[config.mk]
export PLATFORM = sky130hd
export DESIGN_NAME = scanout_arbiter
export DESIGN_NICKNAME = d
export VERILOG_FILES = /design/src/rtl/scanout_arbiter.sv
export SDC_FILE = /design/constraint.sdc
export NUM_CORES = 1
export LEC_CHECK = 0
export BUFFER_PORTS_ARGS = -buffer_cell sky130_fd_sc_hd__buf_2
export CAP_MARGIN = 20
export CORE_MARGIN = 5
export CORE_UTILIZATION = 30
export CTS_BUF_LIST = sky130_fd_sc_hd__clkbuf_4 sky130_fd_sc_hd__clkbuf_8
export CTS_CLUSTER_DIAMETER = 120
export DETAILED_ROUTE_END_ITERATION = 10
export PLACE_DENSITY = 0.61
export SETUP_SLACK_MARGIN = 0.2
export SYNTH_ARGS = -nofsm -noshare
export SYNTH_HDL_FRONTEND = slang
export SYNTH_SLANG_ARGS = --single-unit
[constraint.sdc]
create_clock -name clk_pixel -period 1.7 [get_ports clk_pixel]
set_input_delay 0.34 -clock clk_pixel [delete_from_list [all_inputs] [get_ports clk_pixel]]
set_output_delay 0.34 -clock clk_pixel [all_outputs]
set_load 0.03 [all_outputs]
[src/rtl/scanout_arbiter.sv]
// scanout_arbiter: shares one single-port pixel RAM between HDMI scanout and a
// host valid/ready port. During active video every fourth cycle is a scanout
// fetch of one 4-pixel word. The remaining cycles are host slots. Fetched words
// are serialised to one pixel per clock.
// Optional feature macro: SCANOUT_ARB_READBACK_EN (host reads via wr_we/rd_data/rd_valid).
module scanout_arbiter #(
  parameter int unsigned ADDR_W   = 17,
  parameter int unsigned PIX_W    = 8,
  parameter int unsigned FB_WORDS = 76800
) (
  input  logic                 clk_pixel,
  input  logic                 reset,
  input  logic                 frame_start,
  input  logic                 fetch_active,
  input  logic                 wr_valid,
  output logic                 wr_ready,
  input  logic [ADDR_W-1:0]    wr_addr,
  input  logic [4*PIX_W-1:0]   wr_data,
`ifdef SCANOUT_ARB_READBACK_EN
  input  logic                 wr_we,
  output logic [4*PIX_W-1:0]   rd_data,
  output logic                 rd_valid,
`endif
  output logic                 ram_en,
  output logic                 ram_we,
  output logic [ADDR_W-1:0]    ram_addr,
  output logic [4*PIX_W-1:0]   ram_wdata,
  input  logic [4*PIX_W-1:0]   ram_rdata,
  output logic [PIX_W-1:0]     pix_out,
  output logic                 pix_valid
);

  localparam int unsigned      WORD_W    = 4 * PIX_W;
  localparam logic [ADDR_W-1:0] LAST_ADDR = ADDR_W'(FB_WORDS - 1);

  logic [1:0]          r_phase;
  logic [ADDR_W-1:0]   r_vid_addr;
  logic                r_ram_en;
  logic                r_ram_we;
  logic [ADDR_W-1:0]   r_ram_addr;
  logic [WORD_W-1:0]   r_ram_wdata;
  logic                r_vid_p1;
  logic                r_vid_p2;
  logic                r_fa1;
  logic                r_fa2;
  logic                r_pix_valid;
  logic [PIX_W-1:0]    r_pix_out;
  logic [3*PIX_W-1:0]  r_shift;

  logic                w_video_slot;
  logic                w_wr_ready;
  logic                w_host_acc;
  logic                w_is_wr;
  logic [ADDR_W-1:0]   w_fetch_addr;
  logic [ADDR_W-1:0]   w_vid_addr_nxt;

  // Slot decode: a fetch on phase 0 of every active run, host otherwise
  assign w_video_slot   = fetch_active && (r_phase == 2'd0);
  assign w_wr_ready     = !reset && !w_video_slot;
  assign w_host_acc     = wr_valid && w_wr_ready;
  assign w_fetch_addr   = frame_start ? '0 : r_vid_addr;
  assign w_vid_addr_nxt = (w_fetch_addr == LAST_ADDR) ? '0 : w_fetch_addr + ADDR_W'(1);

`ifdef SCANOUT_ARB_READBACK_EN
  assign w_is_wr = wr_we;
`else
  assign w_is_wr = 1'b1;
`endif

  // Phase counter restarts at 0 on every active run
  always_ff @(posedge clk_pixel) begin
    if (reset || !fetch_active) r_phase <= 2'd0;
    else                        r_phase <= r_phase + 2'd1;
  end

  // Video word address: advances per fetch, wraps at end of frame
  always_ff @(posedge clk_pixel) begin
    if (reset)             r_vid_addr <= '0;
    else if (w_video_slot) r_vid_addr <= w_vid_addr_nxt;
    else if (frame_start)  r_vid_addr <= '0;
  end

  // RAM port: one access per cycle, video fetch has priority on its slot
  always_ff @(posedge clk_pixel) begin
    if (reset) begin
      r_ram_en    <= 1'b0;
      r_ram_we    <= 1'b0;
      r_ram_addr  <= '0;
      r_ram_wdata <= '0;
    end else if (w_video_slot) begin
      r_ram_en   <= 1'b1;
      r_ram_we   <= 1'b0;
      r_ram_addr <= w_fetch_addr;
    end else if (w_host_acc) begin
      r_ram_en   <= 1'b1;
      r_ram_we   <= w_is_wr;
      r_ram_addr <= wr_addr;
      if (w_is_wr) r_ram_wdata <= wr_data;
    end else begin
      r_ram_en <= 1'b0;
      r_ram_we <= 1'b0;
    end
  end

  // Scanout pipeline: slot -> address -> data -> serialised pixels
  always_ff @(posedge clk_pixel) begin
    if (reset) begin
      r_vid_p1    <= 1'b0;
      r_vid_p2    <= 1'b0;
      r_fa1       <= 1'b0;
      r_fa2       <= 1'b0;
      r_pix_valid <= 1'b0;
      r_pix_out   <= '0;
      r_shift     <= '0;
    end else begin
      r_vid_p1    <= w_video_slot;
      r_vid_p2    <= r_vid_p1;
      r_fa1       <= fetch_active;
      r_fa2       <= r_fa1;
      r_pix_valid <= r_fa2;
      if (r_vid_p2) begin
        r_pix_out <= r_fa2 ? ram_rdata[PIX_W-1:0] : '0;
        r_shift   <= ram_rdata[WORD_W-1:PIX_W];
      end else begin
        r_pix_out <= r_fa2 ? r_shift[PIX_W-1:0] : '0;
        r_shift   <= {{PIX_W{1'b0}}, r_shift[3*PIX_W-1:PIX_W]};
      end
    end
  end

`ifdef SCANOUT_ARB_READBACK_EN
  logic r_rd_p1;
  logic r_rd_p2;

  // Host read return: data arrives two cycles after acceptance
  always_ff @(posedge clk_pixel) begin
    if (reset) begin
      r_rd_p1 <= 1'b0;
      r_rd_p2 <= 1'b0;
    end else begin
      r_rd_p1 <= w_host_acc && !w_is_wr;
      r_rd_p2 <= r_rd_p1;
    end
  end

  assign rd_valid = r_rd_p2;
  assign rd_data  = r_rd_p2 ? ram_rdata : '0;
`endif

  assign wr_ready  = w_wr_ready;
  assign ram_en    = r_ram_en;
  assign ram_we    = r_ram_we;
  assign ram_addr  = r_ram_addr;
  assign ram_wdata = r_ram_wdata;
  assign pix_out   = r_pix_out;
  assign pix_valid = r_pix_valid;

endmodule

==> run summary, run 1 <==
Mapped Nets: 533
Final Hold Violating Endpoints: 0
Worst flop-to-flop path endpoint: r_vid_addr[12]
Reg2Reg Launch Point: r_phase[1]
EDFF count, synth: 0
Power density over the cells: 868 nW/um2
Drt drc: 0
Vias per inst: 4.65
Global route overflow: 0
Post-layout minimum cycle time: 1.70 ns
Slew Viols, Final: 0
Drt wl/cell: 14.2 um
RSZ-0062 raised after global routing: true
Critical path capture point type: primary output
Worst clock skew: 0.0168 ns
# nets final: 702
Diode count: 0
Clk sinks: 107
Sequential element share of the synthesized area: 0.522
CP max-delay cell: dfxtp_2
Sum of negative setup slack: -0.00192 ns
Clock latency on the worst-skew pair: 0.39 ns
Initial antenna violation count: 0
PnR worst setup slack: -0.00192 ns
Post-Syn Area: 4100 um2
Max Fclk: 588 MHz
Total GRT Usage: 0.136
Crit path kind: flop to primary output
DIE AREA: 16100 um2
Worst VDD drop: 0.000327 V
CTS tree: done
Critical Path RT: 1.36 ns
Area Overhead vs Synth: 37.9%
Worst slew margin: 0.714
Yosys reg bits: 107
Die extent in y: 127 um
First-pass DRT Iterations: 4
Yosys cell types: 43
Crit-path cells: inv_2, ha_4, buf_6, a21oi_4, buf_6
Worst R2R Setup Slack: 0.01 ns
Number of setup violations in the final report: 1
Buf/Inv on CP: 3
Synth top cells by count: dfxtp_1, nand2_1, nor2_1
Cell leakage power: 2.40 nW
Vias: 3699
Critical path's largest stage delay: 0.34 ns
Reg2Reg Depth: 6
Slew @ Worst Pin: 0.429 ns
Synth Instances: 446
Syn Area/Cell: 9.20 um2
Detail Placement HPWL: 8250 um
Crit start category: flop
Most common cell in the synthesized netlist: dfxtp_1
Cell taking the most area after synthesis: dfxtp_1
Fill cell count: 1360
Share of post-route cells with drive strength above 1: 0.374
Async SR Flop Fraction: 0
CP endpoint: wr_ready
Max-cap violations: 0
I/O pin count: 147
Critical path's top delay family: flip-flops
CP Depth: 5
GP Congestion: 0.816
Clock buffer count from CTS: 9
Worst-path maximum fanout: 5
# rows: 42
1st-iter DRT viols: 205
CTS root buf: clkbuf_8
Clk pin slew, worst setup/hold paths: 0.11 ns
Port buffer count: 146
Violated checks: setup timing
Top cells by area, synth: dfxtp_1, mux2i_1, nand2_1
Yosys top cell area share: 0.522
Initial Util: 0.307
Crit share post-route: 1.00
Type of the most critical hold path: input pin to flop
Most used DFF post-synth: dfxtp_1
ANT nets after route: 0
Most prevalent standard cell on the critical path: buf_6
Core ar.: 13300 um2
Fin util: 0.424
First-pass GRT wire length: 17600 um
Status: complete, but fails checks
Largest net degree at the start of global routing: 37
Vias in the first global route: 3590
Setup crit start: r_phase[0]
Synthesis Warnings: 0
CP arrival: 1.36 ns
H-tree levels: 3
Post-route cell area: 5660 um2
Drt total wl: 11300 um
Max clock buf depth: 2
Die W: 127 um
Area after DPL: 5260 um2
-- worst min path at each step --
stage | startpoint | to | slack (ns) | cells after the start
finish | wr_data[3] | ram_wdata[3] | 0.15 | 3
CTS | wr_data[26] | ram_wdata[26] | 0.13 | 3
global placement | r_fa1 | r_fa2 | 0.42 | 1
global route | ram_rdata[28] | r_shift[20] | 0.14 | 2
floorplan | r_fa1 | r_fa2 | 0.41 | 1
detailed placement | r_fa1 | r_fa2 | 0.42 | 1
-- report_power, final --
part           internal [W]  total [W]  switching (W)
Sequential          0.00261    0.00266      0.0000458
Combinational      0.000292   0.000723       0.000431
Clock              0.000641    0.00153       0.000888
-- registers in the layout (all words and copies together) (netlist names) --
signal and cells:
ram_en 1, r_fa1 1, ram_addr 17, pix_valid 1, r_fa2 1, r_vid_p2 1
ram_we 1, pix_out 8, ram_wdata 32, r_vid_addr 17, r_vid_p1 1, r_phase 2
r_shift 24
-- placed cells by master, fill, tap and decap left out, drive strengths merged, types with 5 or more instances in the layout --
| master | count |
|---|---|
| nand3b | 6 |
| o21ai | 37 |
| inv | 7 |
| mux2 | 6 |
| buf | 182 |
| nor2 | 51 |
| nand2 | 71 |
| dfxtp | 107 |
| nor2b | 15 |
| clkbuf | 12 |
| a21oi | 9 |
| nand4 | 7 |
| and2 | 12 |
| xor2 | 6 |
| xnor2 | 5 |
| a211oi | 10 |
| nand3 | 5 |
| mux2i | 36 |
-- worst min-delay path, cell delays in order --
cell	delay, ns
buf_2	0.08
nand2_1	0.03
o21ai_0	0.05
-- per-layer routing --
metal  global-route usage  routed length (um)
met1                0.160                4630
met2                0.238                5580
met3               0.0345                 918
met4               0.0524                 162
met5                    0                   0
-- metrics by stage --
stage	worst slack [ns]	hold WS (ns)	cells	power [W]
final	-0.00192	0.149	796	0.00491
after global routing	-0.0899	0.141	796	0.00514
after CTS	-0.0787	0.126	796	0.00498
after detailed placement	-0.0389	0.424	775	0.00340
after global placement	-0.0195	0.420	775	0.00339
after floorplan	-0.0157	0.414	446	0.00312
-- layout make-up --
type | instances | area [um2] | share of cell area
Clock inverter | 4 | 33.8 | 0.00597
Multi-Input combinational cell | 308 | 1960 | 0.346
Timing Repair Buffer | 183 | 1120 | 0.198
Tap cell | 176 | 220 | 0.0389
Clock buffer | 12 | 159 | 0.0281
Inverter | 6 | 22.5 | 0.00398
Sequential cell | 107 | 2140 | 0.379
-- logic make-up (layout without fill, tap and decap cells) --
| kind of cell | Yosys count | after routing | synth area share |
|---|---|---|---|
| AOI/OAI and AO/OA | 65 | 65 | 0.0955 |
| xor gates and xnor gates | 11 | 11 | 0.0235 |
| adders and majority gates | 1 | 1 | 0.00305 |
| buffers and inverters | 31 | 205 | 0.0296 |
| DFF | 107 | 107 | 0.522 |
| muxes | 42 | 42 | 0.104 |
| and+or+nand+nor | 189 | 189 | 0.222 |
-- timing repair --
| item | 4_1_cts | 5_1_grt |
|---|---|---|
| endpoints found under the setup margin | 46 | 52 |
| buffers inserted | 3 | 0 |
| cloned | 2 | 0 |
| endpoints found under the hold margin | 0 | 0 |
| pin swaps | 14 | 2 |
| hold buffers | 0 | 0 |
| resized for setup | 17 | 9 |
No activity file was read; power rests on OpenSTA's default activity.
==> inputs of run 2 (changes only) <==
PLACE_DENSITY = 0.59   (was 0.61)
clock period = 2 ns   (was 1.7 ns; I/O delays follow)
==> run 2 against run 1 <==
  * The flow now finishes without violations
  * Clock power down 18%
  * Global-route usage down 0.49 points
  * Routed wire length down 5.3%
  * Clock skew down 0.0083 ns
  * Sequential power down 15%
  * Flip-flop and latch count unchanged
  * Register-to-register slack better by 0.16 ns
  * Count of clock-buffer cells in the layout unchanged
  * Critical path type is now flop to flop
  * Largest power group unchanged
==> run summary, run 2 (synthesized netlist as in run 1, its figures left out) <==
Status: finished, final reports clean
Commonest non-fill, non-tap cell in the layout: buf_2
Total GRT Usage: 0.131
Vias per inst: 4.59
Drt wl/cell: 13.7 um
Vias: 3586
Most frequent cells in the layout: buf_2, dfxtp_1, nand2_1, nor2_1, mux2i_1
Power, Total: 0.00410 W
RSZ-0062 raised after global routing: true
Initial antenna violation count: 0
Clock buffer count from CTS: 9
Slew @ Worst Pin: 0.563 ns
Port buffer count: 146
Hold_ws: 0.215 ns
ANT nets after route: 0
Drt total wl: 10700 um
I/O pin count: 147
Worst-path maximum fanout: 5
CP arrival: 2.15 ns
Type of the most critical hold path: input pin to flop
Worst VDD drop: 0.000287 V
Setup crit start: r_phase[0]
Post-layout minimum cycle time: 1.83 ns
Die W: 127 um
GP Congestion: 0.880
Clock latency on the worst-skew pair: 0.37 ns
CTS root buf: clkbuf_8
CP max-delay cell: or4_4
Number of setup violations in the final report: 0
P_sw: 0.00113 W
Final Hold Violating Endpoints: 0
Worst clock skew: 0.00851 ns
Slew Viols, Final: 0
Reg2Reg Depth: 6
Fill cell count: 1359
Vias in the first global route: 3553
Worst slew margin: 0.624
Worst flop-to-flop path endpoint: r_vid_addr[12]
Reg2Reg Launch Point: r_phase[0]
Die extent in y: 127 um
1st-iter DRT viols: 198
Cell leakage power: 2.30 nW
Clk sinks: 107
Critical path capture point type: flop
Global route overflow: 0
# nets final: 687
Max-cap violations: 0
Combinational cell fraction of total power: 0.141
Diode count: 0
Placed cells: 761
Internal power: 0.00297 W
Sum of negative setup slack: 0 ns
Sequential share of power: 0.551
Initial Util: 0.307
CTS tree: done
CP endpoint: r_vid_addr[12]
Drt drc: 0
Max FFs per register: 32
Count of non-filler cells in the finished layout: 781
# rows: 42
DIE AREA: 16100 um2
Hold buffers post-CTS: 0
Critical path's largest stage delay: 0.52 ns
Detail Placement HPWL: 7900 um
Max clock buf depth: 2
Max Fclk: 545 MHz
Area Overhead vs Synth: 31.6%
Crit share post-route: 0.917
Power density over the cells: 759 nW/um2
H-tree levels: 3
Largest net degree at the start of global routing: 66
Crit path kind: flop to flop
Worst R2R Setup Slack: 0.17 ns
Core ar.: 13300 um2
Clock network fraction of design power: 0.308
Switching part of the total: 0.275
Clk pin slew, worst setup/hold paths: 0.10 ns
First-pass GRT wire length: 17300 um
Share of post-route cells with drive strength above 1: 0.345
Critical Path RT: 2.32 ns
Crit-path cells: inv_2, ha_4, nand4_1, or4_4, or3_1, a21oi_2
First-pass DRT Iterations: 4
Crit start category: flop
-- run 2: cell types whose count changed in the layout (fill, tap and decap cells not counted), moves of 2 or more --
cell      delta
nor2_4       -3
dfxtp_2      +2
buf_12       -2
nor4b_2      -2
dfxtp_1      -2
clkinv_2     +2
clkinv_4     -2
nor2_1       +3
buf_4       -10
nor4b_1      +2
-- run 2: area by class of cell --
type                       instances  area (um2)  area share
timing repair buffer             168         931       0.172
clock inverter                     4        25.0     0.00463
tap                              176         220      0.0408
sequential                       107        2150       0.398
clock buffer                      12         159      0.0294
inverter                           6        22.5     0.00417
multi-input combinational        308        1900       0.351
-- run 2: repair_timing --
item | 4_1_cts | 5_1_grt
gates resized for setup | 7 | 9
endpoints found under the setup margin | 5 | 14
pin swaps | 3 | 7
setup buffers | 1 | 3
-- run 2: power by group through the flow --
| stage | sequential [W] | combinational, W | clock [W] |
|---|---|---|---|
| 6_report | 0.00226 | 0.000577 | 0.00126 |
| 5_1_grt | 0.00227 | 0.000629 | 0.00140 |
| 4_1_cts | 0.00226 | 0.000578 | 0.00132 |
| 3_5_place_dp | 0.00231 | 0.000573 | 0 |
| 3_3_place_gp | 0.00230 | 0.000566 | 0 |
| 2_1_floorplan | 0.00244 | 0.000201 | 0 |
-- run 2: routing by layer --
layer / vias up / wire [um] / track usage
met2: 115 / 4650 / 0.197
met3: 11 / 836 / 0.0404
met5: - / 0 / 0
met4: 0 / 183 / 0.0562
met1: 1631 / 5020 / 0.174
li1: 1829 / - / -
-- run 2: worst min-delay path by stage --
stage	from	end	slack, ns	depth (start not counted)
2_1_floorplan	r_fa1	r_fa2	0.41	1
3_3_place_gp	r_fa1	r_fa2	0.42	1
3_5_place_dp	r_fa1	r_fa2	0.43	1
4_1_cts	wr_data[22]	ram_wdata[22]	0.18	3
5_1_grt	wr_data[22]	ram_wdata[22]	0.20	3
6_report	wr_data[9]	ram_wdata[9]	0.21	3
-- run 2: critical path, delay by kind of cell (launching register included) --
kind / cells / cell delay [ns]
AO/OA/AOI/OAI: 1 / 0.14
adder cells (fa/ha/maj): 1 / 0.14
buffers and inverters: 1 / 0.06
flip-flops: 1 / 0.33
AND/OR/NAND/NOR: 3 / 1.10
-- run 2: stage by stage --
step           setup WS [ns]  instance area [um2]  utilization
4_1_cts                0.127                 5350        0.400
3_5_place_dp          0.0776                 5140        0.385
6_report               0.165                 5400        0.405
5_1_grt               0.0569                 5400        0.405
2_1_floorplan          0.248                 4130            -
3_3_place_gp           0.124                 5140        0.385
==> inputs of run 3 (changes only) <==
CORE_UTILIZATION = 55   (was 30)
PLACE_DENSITY = 0.93   (was 0.59)
==> run 3 against run 2 <==
  * Clock skew grew 0.012 ns
  * Non-clock buffer count down 1
  * Register-to-register slack lost 0.03 ns
  * Highest routed layer unchanged
==> run summary, run 3 (synthesized netlist as in run 1, its figures left out) <==
Status: finished, final reports clean
CP arrival: 2.18 ns
Hold buffers post-CTS: 0
P_sw: 0.00122 W
Global route overflow: 0
Total GRT Usage: 0.222
Clock latency on the worst-skew pair: 0.38 ns
Worst-path maximum fanout: 4
1st-iter DRT viols: 205
Diode count: 0
Reg2Reg Depth: 6
First-pass DRT Iterations: 5
Sum of negative setup slack: 0 ns
GP Congestion: 0.893
Core ar.: 7250 um2
First-pass GRT wire length: 16200 um
Largest net degree at the start of global routing: 66
Initial antenna violation count: 0
Drt total wl: 10400 um
Switching part of the total: 0.293
Area of the multi-input gates: 1900 um2
# nets final: 686
DIE AREA: 9290 um2
Clk pin slew, worst setup/hold paths: 0.11 ns
Cell leakage power: 2.31 nW
Initial Util: 0.566
Combinational cell fraction of total power: 0.135
Max clock buf depth: 2
Number of setup violations in the final report: 0
Critical path's largest stage delay: 0.50 ns
ANT nets after route: 0
Worst slew margin: 0.683
Hold Crit Endpoint: ram_wdata[31]
Drt wl/cell: 14.8 um
Hold_ws: 0.221 ns
Critical path capture point type: flop
RSZ-0062 raised after global routing: true
Crit start category: flop
Type of the most critical hold path: input pin to flop
Clk sinks: 107
Final Hold Violating Endpoints: 0
Fill cell count: 509
Max Fclk: 537 MHz
Clock buffer count from CTS: 9
Placed cells: 685
Vias per inst: 5.28
Storage element area: 2150 um2
Worst clock skew: 0.0207 ns
CTS root buf: clkbuf_8
Post-layout minimum cycle time: 1.86 ns
Crit share post-route: 0.931
Slew @ Worst Pin: 0.475 ns
Internal power: 0.00294 W
Max FFs per register: 32
Hold Path Origin: wr_data[31]
Worst R2R Setup Slack: 0.14 ns
Clock network fraction of design power: 0.321
Crit path kind: flop to flop
Detail Placement HPWL: 7590 um
Fin util: 0.732
Max-cap violations: 0
Port buffer count: 146
Vias: 3714
CP max-delay cell: or4_4
Crit-path cells: inv_2, ha_4, nand4_1, or3_4, or4_4, a21oi_2
Count of non-filler cells in the finished layout: 703
Vias in the first global route: 3610
H-tree levels: 3
Commonest non-fill, non-tap cell in the layout: buf_2
Worst hold path cell count: 3
Area Overhead vs Synth: 29.4%
Power density over the cells: 784 nW/um2
Die W: 96.4 um
CTS tree: done
Critical Path RT: 2.31 ns
Drt drc: 0
Share of post-route cells with drive strength above 1: 0.341
Reg2Reg Launch Point: r_phase[0]
Sequential share of power: 0.544
Most frequent cells in the layout: buf_2, dfxtp_1, nand2_1, nor2_1
Slew Viols, Final: 0
Worst VDD drop: 0.000427 V
I/O pin count: 147
# rows: 31
Die extent in y: 96.4 um
Worst flop-to-flop path endpoint: r_vid_addr[15]
==> run 3: changes by cell type in the layout (fill, tap and decap cells not counted), sizes merged <==
| cell | delta |
|---|---|
| clkbuf | -3 |
| clkinv | +2 |
| inv | +3 |
| clkinvlp | -2 |
| buf | -1 |
==> run 3: final cells by class <==
type / count / share of cell area
flip-flops and latches: 107 / 0.404
well taps: 99 / 0.0233
clock buffers: 9 / 0.0233
repair buffers: 167 / 0.170
inverters: 6 / 0.00424
multi-input cells: 308 / 0.358
clock inverters: 7 / 0.0172
==> run 3: critical path: cells and delay by family (launching register included) <==
kind / cells / cell delay [ns]
compound gates: 1 / 0.13
fa+ha+maj: 1 / 0.15
buf+inv: 1 / 0.06
flops: 1 / 0.34
simple gates: 3 / 1.11
==> run 3: per-stage QoR <==
stage	area, um2	setup slack (ns)	power (W)
finish	5310	0.138	0.00416
global route	5310	0.109	0.00433
CTS	5290	0.187	0.00418
detailed placement	5040	0.0119	0.00287
global placement	5040	0.126	0.00284
floorplan	4130	0.248	0.00265
==> run 3: metal layers <==
metal,routed length (um),vias to the layer above,track usage
met5,0,-,0
met4,172,0,0.0935
met3,996,20,0.0633
met2,5240,186,0.390
met1,4000,1681,0.250
li1,-,1827,-
==> run 3: worst max-delay path by stage <==
stage                 start              to  slack [ns]  cells after the start
2_1_floorplan    r_phase[0]  r_vid_addr[15]        0.25                      6
3_5_place_dp   fetch_active  r_vid_addr[15]        0.01                      5
4_1_cts          r_phase[0]  r_vid_addr[15]        0.19                      6
5_1_grt          r_phase[0]  r_vid_addr[15]        0.11                      6
3_3_place_gp   fetch_active  r_vid_addr[15]        0.13                      5
6_report         r_phase[0]  r_vid_addr[15]        0.14                      6
==> run 3: repair_timing <==
action,4_1_cts,5_1_grt
setup buffers,2,0
setup endpoints to repair,13,9
pin swaps,2,1
resized for setup,8,5
==> run 3: power groups by stage <==
| stage | Sequential [W] | Combinational [W] | Clock, W |
|---|---|---|---|
| after floorplan | 0.00244 | 0.000201 | 0 |
| after global placement | 0.00230 | 0.000542 | 0 |
| after CTS | 0.00226 | 0.000563 | 0.00135 |
| final | 0.00226 | 0.000561 | 0.00134 |
| after global routing | 0.00227 | 0.000612 | 0.00145 |
| after detailed placement | 0.00231 | 0.000559 | 0 |
